### config.mk
export PLATFORM = sky130hd
export DESIGN_NAME = biu8086_bus
export DESIGN_NICKNAME = d
export VERILOG_FILES = /design/src/rtl/biu8086_pkg.sv /design/src/rtl/biu8086_wait_timer.sv /design/src/rtl/biu8086_bus.sv
export SDC_FILE = /design/constraint.sdc
export NUM_CORES = 1
export LEC_CHECK = 0
export CAP_MARGIN = 30
export CORE_UTILIZATION = 50
export DETAILED_ROUTE_END_ITERATION = 12
export PLACE_DENSITY = 0.82
export SYNTH_ARGS = -nofsm -noshare
export SYNTH_HDL_FRONTEND = slang
export SYNTH_HIERARCHICAL = 1
export SYNTH_SLANG_ARGS = --single-unit
export TNS_END_PERCENT = 1
### constraint.sdc
create_clock -name clk -period 5.3 [get_ports clk]
set_clock_uncertainty 0.15 [all_clocks]
set_input_delay 1.06 -clock clk [delete_from_list [all_inputs] [get_ports clk]]
set_output_delay 1.06 -clock clk [all_outputs]
set_load 0.02 [all_outputs]
### src/rtl/biu8086_pkg.sv
// biu8086_pkg: bus states, lane constants and split helper
// shared by the 8086/8088 bus interface unit.
package biu8086_pkg;

    typedef enum logic [2:0] {
        ST_TI,
        ST_T1,
        ST_T2,
        ST_T3,
        ST_TW,
        ST_T4,
        ST_TH
    } bus_state_e;

    localparam logic [1:0] LANE_LO   = 2'b01;
    localparam logic [1:0] LANE_HI   = 2'b10;
    localparam logic [1:0] LANE_BOTH = 2'b11;

    localparam logic BHE_ON  = 1'b0;
    localparam logic BHE_OFF = 1'b1;

    function automatic logic split_needed(
        input logic a0,
        input logic word,
        input int   data_w
    );
        return word && ((data_w == 8) || a0);
    endfunction

    // Lanes carrying the byte(s) of one bus cycle
    function automatic logic [1:0] lane_sel(
        input logic a0,
        input logic full,
        input int   data_w
    );
        if (data_w == 8) return LANE_LO;
        if (full)        return LANE_BOTH;
        return a0 ? LANE_HI : LANE_LO;
    endfunction

endpackage

### src/rtl/biu8086_wait_timer.sv
// biu8086_wait_timer: saturating Tw counter that flags the
// last allowed wait state of a bus cycle.
module biu8086_wait_timer #(
    parameter int WAIT_MAX = 2
) (
    input  logic clk,
    input  logic reset,
    input  logic i_clr,
    input  logic i_tw,
    output logic o_timeout
);

    localparam int CW = $clog2(WAIT_MAX + 1);
    localparam logic [CW-1:0] CNT_MAX  = CW'(WAIT_MAX);
    localparam logic [CW-1:0] CNT_LAST = CW'(WAIT_MAX - 1);

    logic [CW-1:0] r_cnt;

    always_ff @(posedge clk) begin
        if (reset || i_clr) begin
            r_cnt <= '0;
        end else if (i_tw && (r_cnt != CNT_MAX)) begin
            r_cnt <= r_cnt + CW'(1);
        end
    end

    assign o_timeout = i_tw && (r_cnt >= CNT_LAST);

endmodule

### src/rtl/biu8086_bus.sv
// biu8086_bus: 8086/8088 bus interface unit, T1-T4 cycle sequencer.
// Define BIU_HOLD_EN to add HOLD/HLDA bus arbitration.
module biu8086_bus
    import biu8086_pkg::*;
#(
    parameter int DATA_W   = 16,
    parameter int ADDR_W   = 20,
    parameter int WAIT_MAX = 0
) (
    input  logic                     clk,
    input  logic                     reset,
    input  logic                     req_valid,
    output logic                     req_ready,
    input  logic [ADDR_W-1:0]        req_addr,
    input  logic                     req_wr,
    input  logic                     req_io,
    input  logic                     req_word,
    input  logic [15:0]              req_wdata,
    output logic                     rsp_valid,
    output logic [15:0]              rsp_rdata,
    output logic                     rsp_err,
    input  logic                     ready,
    input  logic [DATA_W-1:0]        ad_in,
    output logic [DATA_W-1:0]        ad_out,
    output logic                     ad_oe,
    output logic [ADDR_W-DATA_W-1:0] a_hi,
    output logic                     ale,
    output logic                     m_ioN,
    output logic                     dt_rN,
    output logic                     denN,
    output logic                     rdN,
    output logic                     wrN,
`ifdef BIU_HOLD_EN
    input  logic                     hold,
    output logic                     hlda,
`endif
    output logic                     bheN
);

    bus_state_e r_state, w_n_state;
    logic [ADDR_W-1:0] r_addr, w_n_addr;
    logic [15:0] r_wdata, w_n_wdata;
    logic r_wr, w_n_wr, r_io, w_n_io, r_word, w_n_word;
    logic r_split, w_n_split, r_second, w_n_second;
    logic [7:0] r_lo, w_n_lo;

    logic [DATA_W-1:0] r_ad_out, w_n_ad_out;
    logic [ADDR_W-DATA_W-1:0] r_a_hi, w_n_a_hi;
    logic r_ale, w_n_ale, r_ad_oe, w_n_ad_oe;
    logic r_m_ioN, w_n_m_ioN, r_dt_rN, w_n_dt_rN, r_bheN, w_n_bheN;
    logic r_denN, w_n_denN, r_rdN, w_n_rdN, r_wrN, w_n_wrN;
    logic r_rsp_valid, w_n_rsp_valid, r_rsp_err, w_n_rsp_err;
    logic [15:0] r_rdata, w_n_rdata;

    logic w_hold, w_timeout, w_pend, w_full, w_load;
    logic [1:0] w_rlane, w_n_lane;
    logic [15:0] w_ad16, w_wlanes;
    logic [7:0] w_rbyte, w_wbyte;

`ifdef BIU_HOLD_EN
    logic r_hlda;
    always_ff @(posedge clk) begin
        if (reset) r_hlda <= 1'b0;
        else       r_hlda <= (w_n_state == ST_TH);
    end
    assign hlda   = r_hlda;
    assign w_hold = hold;
`else
    assign w_hold = 1'b0;
`endif

    generate
        if (WAIT_MAX > 0) begin : g_timer
            biu8086_wait_timer #(.WAIT_MAX(WAIT_MAX)) u_timer (
                .clk       (clk),
                .reset     (reset),
                .i_clr     (r_state == ST_T1),
                .i_tw      (r_state == ST_TW),
                .o_timeout (w_timeout)
            );
        end else begin : g_no_timer
            assign w_timeout = 1'b0;
        end
    endgenerate

    assign w_pend    = r_split && !r_second;
    assign w_full    = r_word && !r_split;
    assign req_ready = !reset && !w_hold &&
                       ((r_state == ST_TI) || ((r_state == ST_T4) && !w_pend));
    assign w_load    = req_valid && req_ready;

    assign w_ad16  = 16'(ad_in);
    assign w_rlane = lane_sel(r_addr[0], w_full, DATA_W);
    assign w_rbyte = w_rlane[1] ? w_ad16[15:8] : w_ad16[7:0];

    always_comb begin
        w_n_state     = r_state;
        w_n_addr      = r_addr;
        w_n_wdata     = r_wdata;
        w_n_wr        = r_wr;
        w_n_io        = r_io;
        w_n_word      = r_word;
        w_n_split     = r_split;
        w_n_second    = r_second;
        w_n_lo        = r_lo;
        w_n_rsp_valid = 1'b0;
        w_n_rsp_err   = 1'b0;
        w_n_rdata     = r_rdata;
        unique case (r_state)
            ST_TI: begin
                if (w_hold)      w_n_state = ST_TH;
                else if (w_load) w_n_state = ST_T1;
            end
            ST_T1: w_n_state = ST_T2;
            ST_T2: w_n_state = ST_T3;
            ST_T3, ST_TW: begin
                if (ready) begin
                    w_n_state = ST_T4;
                    if (w_pend) begin
                        w_n_lo = w_rbyte;
                    end else begin
                        w_n_rsp_valid = 1'b1;
                        if (r_wr)         w_n_rdata = 16'h0000;
                        else if (r_split) w_n_rdata = {w_rbyte, r_lo};
                        else if (w_full)  w_n_rdata = w_ad16;
                        else              w_n_rdata = {8'h00, w_rbyte};
                    end
                end else if (w_timeout) begin
                    // Abort: any outstanding split half is dropped
                    w_n_state     = ST_T4;
                    w_n_second    = 1'b1;
                    w_n_rsp_valid = 1'b1;
                    w_n_rsp_err   = 1'b1;
                    w_n_rdata     = 16'h0000;
                end else begin
                    w_n_state = ST_TW;
                end
            end
            ST_T4: begin
                if (w_pend) begin
                    w_n_state  = ST_T1;
                    w_n_addr   = r_addr + ADDR_W'(1);
                    w_n_second = 1'b1;
                end else if (w_hold) begin
                    w_n_state = ST_TH;
                end else if (w_load) begin
                    w_n_state = ST_T1;
                end else begin
                    w_n_state = ST_TI;
                end
            end
            ST_TH: begin
                if (!w_hold) w_n_state = ST_TI;
            end
            default: w_n_state = ST_TI;
        endcase
        if (w_load) begin
            w_n_addr   = req_addr;
            w_n_wdata  = req_wdata;
            w_n_wr     = req_wr;
            w_n_io     = req_io;
            w_n_word   = req_word;
            w_n_split  = split_needed(req_addr[0], req_word, DATA_W);
            w_n_second = 1'b0;
        end
    end

    assign w_n_lane = lane_sel(w_n_addr[0], w_n_word && !w_n_split, DATA_W);
    assign w_wbyte  = w_n_second ? w_n_wdata[15:8] : w_n_wdata[7:0];

    always_comb begin
        unique case (w_n_lane)
            LANE_BOTH: w_wlanes = w_n_wdata;
            LANE_HI:   w_wlanes = {w_wbyte, 8'h00};
            default:   w_wlanes = {8'h00, w_wbyte};
        endcase
    end

    always_comb begin
        w_n_ale    = 1'b0;
        w_n_ad_oe  = 1'b0;
        w_n_rdN    = 1'b1;
        w_n_wrN    = 1'b1;
        w_n_denN   = 1'b1;
        w_n_ad_out = r_ad_out;
        w_n_a_hi   = r_a_hi;
        w_n_m_ioN  = r_m_ioN;
        w_n_dt_rN  = r_dt_rN;
        w_n_bheN   = r_bheN;
        unique case (w_n_state)
            ST_T1: begin
                w_n_ale    = 1'b1;
                w_n_ad_oe  = 1'b1;
                w_n_ad_out = w_n_addr[DATA_W-1:0];
                w_n_a_hi   = w_n_addr[ADDR_W-1:DATA_W];
                w_n_m_ioN  = !w_n_io;
                w_n_dt_rN  = w_n_wr;
                w_n_bheN   = w_n_lane[1] ? BHE_ON : BHE_OFF;
            end
            ST_T2, ST_T3, ST_TW: begin
                w_n_denN = 1'b0;
                if (w_n_wr) begin
                    w_n_ad_oe  = 1'b1;
                    w_n_ad_out = w_wlanes[DATA_W-1:0];
                    w_n_wrN    = 1'b0;
                end else begin
                    w_n_rdN = 1'b0;
                end
            end
            ST_T4: ;
            default: begin
                w_n_ad_out = '0;
                w_n_a_hi   = '0;
                w_n_m_ioN  = 1'b1;
                w_n_dt_rN  = 1'b1;
                w_n_bheN   = 1'b1;
            end
        endcase
    end

    always_ff @(posedge clk) begin
        if (reset) begin
            r_state     <= ST_TI;
            r_addr      <= '0;
            r_wdata     <= '0;
            r_wr        <= 1'b0;
            r_io        <= 1'b0;
            r_word      <= 1'b0;
            r_split     <= 1'b0;
            r_second    <= 1'b0;
            r_lo        <= '0;
            r_ad_out    <= '0;
            r_a_hi      <= '0;
            r_ale       <= 1'b0;
            r_ad_oe     <= 1'b0;
            r_m_ioN     <= 1'b1;
            r_dt_rN     <= 1'b1;
            r_bheN      <= 1'b1;
            r_denN      <= 1'b1;
            r_rdN       <= 1'b1;
            r_wrN       <= 1'b1;
            r_rsp_valid <= 1'b0;
            r_rsp_err   <= 1'b0;
            r_rdata     <= '0;
        end else begin
            r_state     <= w_n_state;
            r_addr      <= w_n_addr;
            r_wdata     <= w_n_wdata;
            r_wr        <= w_n_wr;
            r_io        <= w_n_io;
            r_word      <= w_n_word;
            r_split     <= w_n_split;
            r_second    <= w_n_second;
            r_lo        <= w_n_lo;
            r_ad_out    <= w_n_ad_out;
            r_a_hi      <= w_n_a_hi;
            r_ale       <= w_n_ale;
            r_ad_oe     <= w_n_ad_oe;
            r_m_ioN     <= w_n_m_ioN;
            r_dt_rN     <= w_n_dt_rN;
            r_bheN      <= w_n_bheN;
            r_denN      <= w_n_denN;
            r_rdN       <= w_n_rdN;
            r_wrN       <= w_n_wrN;
            r_rsp_valid <= w_n_rsp_valid;
            r_rsp_err   <= w_n_rsp_err;
            r_rdata     <= w_n_rdata;
        end
    end

    assign ad_out    = r_ad_out;
    assign a_hi      = r_a_hi;
    assign ale       = r_ale;
    assign ad_oe     = r_ad_oe;
    assign m_ioN     = r_m_ioN;
    assign dt_rN     = r_dt_rN;
    assign bheN      = r_bheN;
    assign denN      = r_denN;
    assign rdN       = r_rdN;
    assign wrN       = r_wrN;
    assign rsp_valid = r_rsp_valid;
    assign rsp_err   = r_rsp_err;
    assign rsp_rdata = r_rdata;

endmodule

## After elaboration in Yosys (flattened, before gate mapping)

Cells that the tools add are included.

- Bits in registers: 97
- Output and inout bits: 47
- Word-level logic and storage cells: 106

- Equality and inequality tests: 13
- Bitwise operators: 5
- Mux-type cells: 43
- Add/sub/neg operators: 1
- Reduce and logical (&&, ||, !) cells: 23

Operators with widths:

| cell | number |
|---|---|
| $mux W16 | 5 |
| $mux W20 | 3 |
| $pmux W16 S3 | 1 |
| $pmux W16 S2 | 1 |
| $add A20 B1 Y20 const B | 1 |
| $mux W1 | 18 |
| $mux W8 | 2 |
| $pmux W3 S5 | 1 |
| $eq A3 B2 Y1 const B | 4 |
| $eq A3 B3 Y1 const B | 4 |
| $mux W2 | 6 |
| $pmux W1 S2 | 4 |
| $pmux W4 S2 | 1 |
| $logic_and A1 B1 Y1 | 7 |
| $eq A3 B1 Y1 const B | 2 |
| $logic_not A1 Y1 | 6 |
| $reduce_and A3 Y1 | 2 |
| $reduce_or A3 Y1 | 2 |
| $not A1 Y1 | 5 |
| $eq A2 B2 Y1 const B | 2 |
| $reduce_or A2 Y1 | 2 |
| $reduce_or A4 Y1 | 1 |
| $logic_not A3 Y1 | 1 |
| $mux W3 | 1 |
| 3 further kinds | 3 |

## Longest topological paths before layout

- Depth after elaboration: 16
- Mapped depth: 10
- Mapped depth without buffers: 8

## Least setup slack after synthesis

No wires, ideal clock.

- Path type: input to output
- From: input reset
- To: output req_ready
- Path buffers: 2
- Required time: 4.090 ns
- Path slack: 2.118 ns
- Arrival time: 1.972 ns
- Cell stages on the path: 3
- Cell sequence: clkbuf_1 -> buf_1 -> nor3_1

- Cells in the longest elaborated chain, start to end: 2

Ends and longest elaborated chain:

| what | line | text |
|---|---|---|
| start: declaration | biu8086_bus.sv:11 | `input logic reset,` |
| $logic_not A1 Y1 | biu8086_bus.sv:88 | `assign req_ready = !reset && !w_hold &&` |
| $logic_and A1 B1 Y1 | biu8086_bus.sv:88 |  |
| end: declaration | biu8086_bus.sv:13 | `output logic req_ready,` |

No other way between the ends.

## Worst setup path after layout

Same ends and word-level chain as after synthesis.

==> reports/results.tsv <==
stage	metric	value	unit
sta	timing_max_transition_violations_final	0	
routing	wire_per_inst	16.6	um
sta	fmaxAchievable	0.282	GHz
worst_setup_path	worst-setup-path-type	in -> out	
routing	postRouteAntennaNets	0	
global_routing	grt-ovfl-total	0	
synth	synth_edf_count	0	
sta	setup_viol	0	
sta	post-route-period-util	0.669	
clock_network	cts_resized	0	
synth	ys_seq_area_frac	0.398	
worst_setup_path	cp_data_required_time	4.09	ns
die	io-pin-count	106	
die	fp.dieH	101	um
worst_setup_path	rrSetupSlack	2.37	ns
power_and_ir_drop	total_power	1.58	mW
routing	drc	0	
global_routing	antenna_found_initial	0	
sta	grt_setup_unrepaired	no	
worst_setup_path	critical_path.max_fanout	28	
power_and_ir_drop	power.leakage	2.20	nW
synth	synthFlopType	sky130_fd_sc_hd__dfxtp_1	
clock_network	clock_insertion_delay_worst_skew	0.36	ns
global_routing	global_route.usage.total	0.270	
clock_network	cts.htree.levels	3	
clock_network	post_cts.repair.setup_buffers	0	
worst_setup_path	rr_endpoint	ad_out[15]$_SDFFE_PP0P_	
routing	dr.pass1.iters	5	
clock_network	cts-buffers-inserted	9	
synth	yosysWarnings	6	
synth	ys_ff_latch	97	
layout	nFillCells	815	
layout	post_route_cells_drive_above_1_share	0.0648	
synth	post_synth_inst_count	598	
routing	wl	13400	um
worst_setup_path	r2r_worst_path_depth	6	
die	rows	35	
place	io_buffers	104	
routing	via_per_inst	5.92	
synth	synth.cell_area	0.00488	mm^2
sta	worst_slack	1.76	ns
die	initial_core_util	0.523	
global_routing	maximum_number_of_pins_on_one_net_before_global_route_repair	53	
clock_network	cts-root-buf	sky130_fd_sc_hd__clkbuf_8	
global_routing	via_count_of_the_first_global_routing_pass	4396	
clock_network	clock_sinks	97	
min_path	min-delay-start	rsp_rdata[5]$_SDFFE_PP0P_	
synth	synth.avg_cell_area	8.15	um^2
clock_network	cts_buffer_depth	2	
die	die_width	101	um
layout	multiInputGateArea	0.00271	mm^2
layout	layoutNonFillerInstCount	808	
power_and_ir_drop	vdd_drop_max	0.119	mV
worst_setup_path	crit-reg2reg-launch	r_addr[0]$_SDFF_PP0_	
sta	hold_viol_final	0	
place	gp_congestion	0.972	
flow_run	cap_viol_max_count	0	
global_routing	first_pass_grt_wire_length	21700	um
run_status	status	finished clean	
clock_network	ctsHoldBuffers	0	
place	dp_cells	792	
die	die_area	0.0102	mm^2
sta	post-route-min-period	3.54	ns
layout	finish.net_count	734	
worst_setup_path	worstPathArrival	2.33	ns
synth	synth_cell_type_count	62	
layout	combined_flip_flop_and_latch_cell_area	0.00194	mm^2
sta	worst_pin_slew	1.04	ns
worst_setup_path	setup.worst_path.start_class	input port	
worst_setup_path	critPathCaptureType	output pin	
min_path	endpoint_worst_hold	rsp_rdata[5]$_SDFFE_PP0P_	
clock_network	cts_tree	done	
place	pre_cts_ws	1.66	ns
synth	postSynthNetCount	658	
sta	fin_tns_setup	0	ns
sta	fin_worst_hold_slack	0.310	ns
clock_network	clk_pin_slew	0.09	ns
min_path	holdCritPathClass	reg -> reg	
layout	n_antenna_cell	0	
synth	postSynth.asyncResetShare	0	
sta	max_slew_margin	0.305	
min_path	worst_hold_path.num_cells	2	
power_and_ir_drop	powerDensity	259	mW/mm^2
layout	syn_to_final_growth	25.3	%
place	total_half_perimeter_wirelength_after_legalization_and_detailed_placement	9560	um
routing	vias	4787	
routing	iteration_0_drc_count_of_the_detailed_router	338	
die	core_ar	0.00933	mm^2
-- synthesized netlist by cell type, drive strengths merged, types with 9 or more instances --
| library cell | n | area [um^2] |
|---|---|---|
| nor2b | 10 | 62.6 |
| or3 | 10 | 62.6 |
| a221o | 12 | 120 |
| nor2 | 73 | 277 |
| a21oi | 54 | 270 |
| clkbuf | 28 | 105 |
| buf | 17 | 97.6 |
| mux2i | 17 | 170 |
| nand3 | 12 | 60.1 |
| nand2 | 75 | 282 |
| a22oi | 9 | 67.6 |
| a311oi | 10 | 93.8 |
| mux2 | 10 | 113 |
| o21ai | 20 | 100 |
| nor3 | 26 | 130 |
| dfxtp | 97 | 1940 |
| a221oi | 11 | 96.3 |
-- worst max-delay path: stages --
cell	delay [ns]
sky130_fd_sc_hd__buf_2	0.28
sky130_fd_sc_hd__nor3_1	0.33
sky130_fd_sc_hd__clkdlybuf4s50_1	0.66
-- flip-flops by register name, indices dropped and copies added, names as in the netlist, 3 cells and up --
name and cells:
r_addr 20, r_state 3, r_lo 8, a_hi 4
rsp_rdata 16, ad_out 16, r_wdata 16
-- per-layer routing --
| metal | global-route usage | vias up | wire length (um) |
|---|---|---|---|
| li1 | - | 2318 | - |
| met3 | 0.0423 | 28 | 783 |
| met2 | 0.433 | 189 | 6220 |
| met4 | 0.0914 | 0 | 269 |
| met5 | 0 | - | 0 |
| met1 | 0.372 | 2252 | 6160 |
-- stage by stage --
| step | util | cell area (um^2) |
|---|---|---|
| after floorplan | - | 4880 |
| after global placement | 0.634 | 5910 |
| after detailed placement | 0.636 | 5930 |
| after CTS | 0.655 | 6110 |
| after global routing | 0.655 | 6110 |
| final | 0.655 | 6110 |
-- placed cells by master (no fill, tap or decap), types with 8 or more instances in the layout --
cell and instances:
sky130_fd_sc_hd__a21oi_1 54, sky130_fd_sc_hd__a221o_1 12, sky130_fd_sc_hd__a221oi_1 11, sky130_fd_sc_hd__a22oi_1 9, sky130_fd_sc_hd__a311oi_1 9, sky130_fd_sc_hd__clkbuf_8 9, sky130_fd_sc_hd__clkdlybuf4s50_1 103, sky130_fd_sc_hd__dfxtp_1 97
sky130_fd_sc_hd__mux2_2 10, sky130_fd_sc_hd__mux2i_1 17, sky130_fd_sc_hd__nand2_1 74, sky130_fd_sc_hd__nand3_1 12, sky130_fd_sc_hd__nand4_1 8, sky130_fd_sc_hd__nor2_1 71, sky130_fd_sc_hd__nor2b_1 10, sky130_fd_sc_hd__nor3_1 26
sky130_fd_sc_hd__o21ai_0 18, sky130_fd_sc_hd__or3_1 10, sky130_fd_sc_hd__xor2_1 8
-- cell type report --
cell class,instances,area share
multi-input cells,449,0.444
flip-flops and latches,97,0.318
repair buffers,110,0.178
well taps,129,0.0264
clock buffers,10,0.0209
clock inverters,6,0.00840
inverters,7,0.00430
-- how the worst max path moves through the flow --
stage / startpoint / depth (start not counted) / end / slack [ns]
after floorplan: reset / 3 / req_ready / 2.12
after global placement: reset / 3 / req_ready / 1.75
after detailed placement: reset / 7 / ad_out[13]$_SDFFE_PP0P_ / 1.66
after CTS: reset / 3 / req_ready / 1.75
after global routing: r_state[2]$_SDFF_PP0_ / 4 / req_ready / 1.71
final: reset / 3 / req_ready / 1.76
-- logic make-up (layout without fill, tap and decap cells) --
group	Yosys count	count (layout)	share of synthesized area
other	1	1	0.000769
multiplexers	27	27	0.0580
AO/OA/AOI/OAI	156	156	0.220
XOR/XNOR	14	14	0.0251
AND/OR/NAND/NOR	250	250	0.248
flip-flops	97	97	0.398
adder cells (fa/ha/maj)	1	1	0.00257
buffers and inverters	52	133	0.0470
-- where the power goes --
part / internal, mW / switching, mW
clock: 0.177 / 0.276
sequential: 0.766 / 0.0439
combinational: 0.145 / 0.178
total: 1.09 / 0.497
Power figures use the tool's default switching activity.
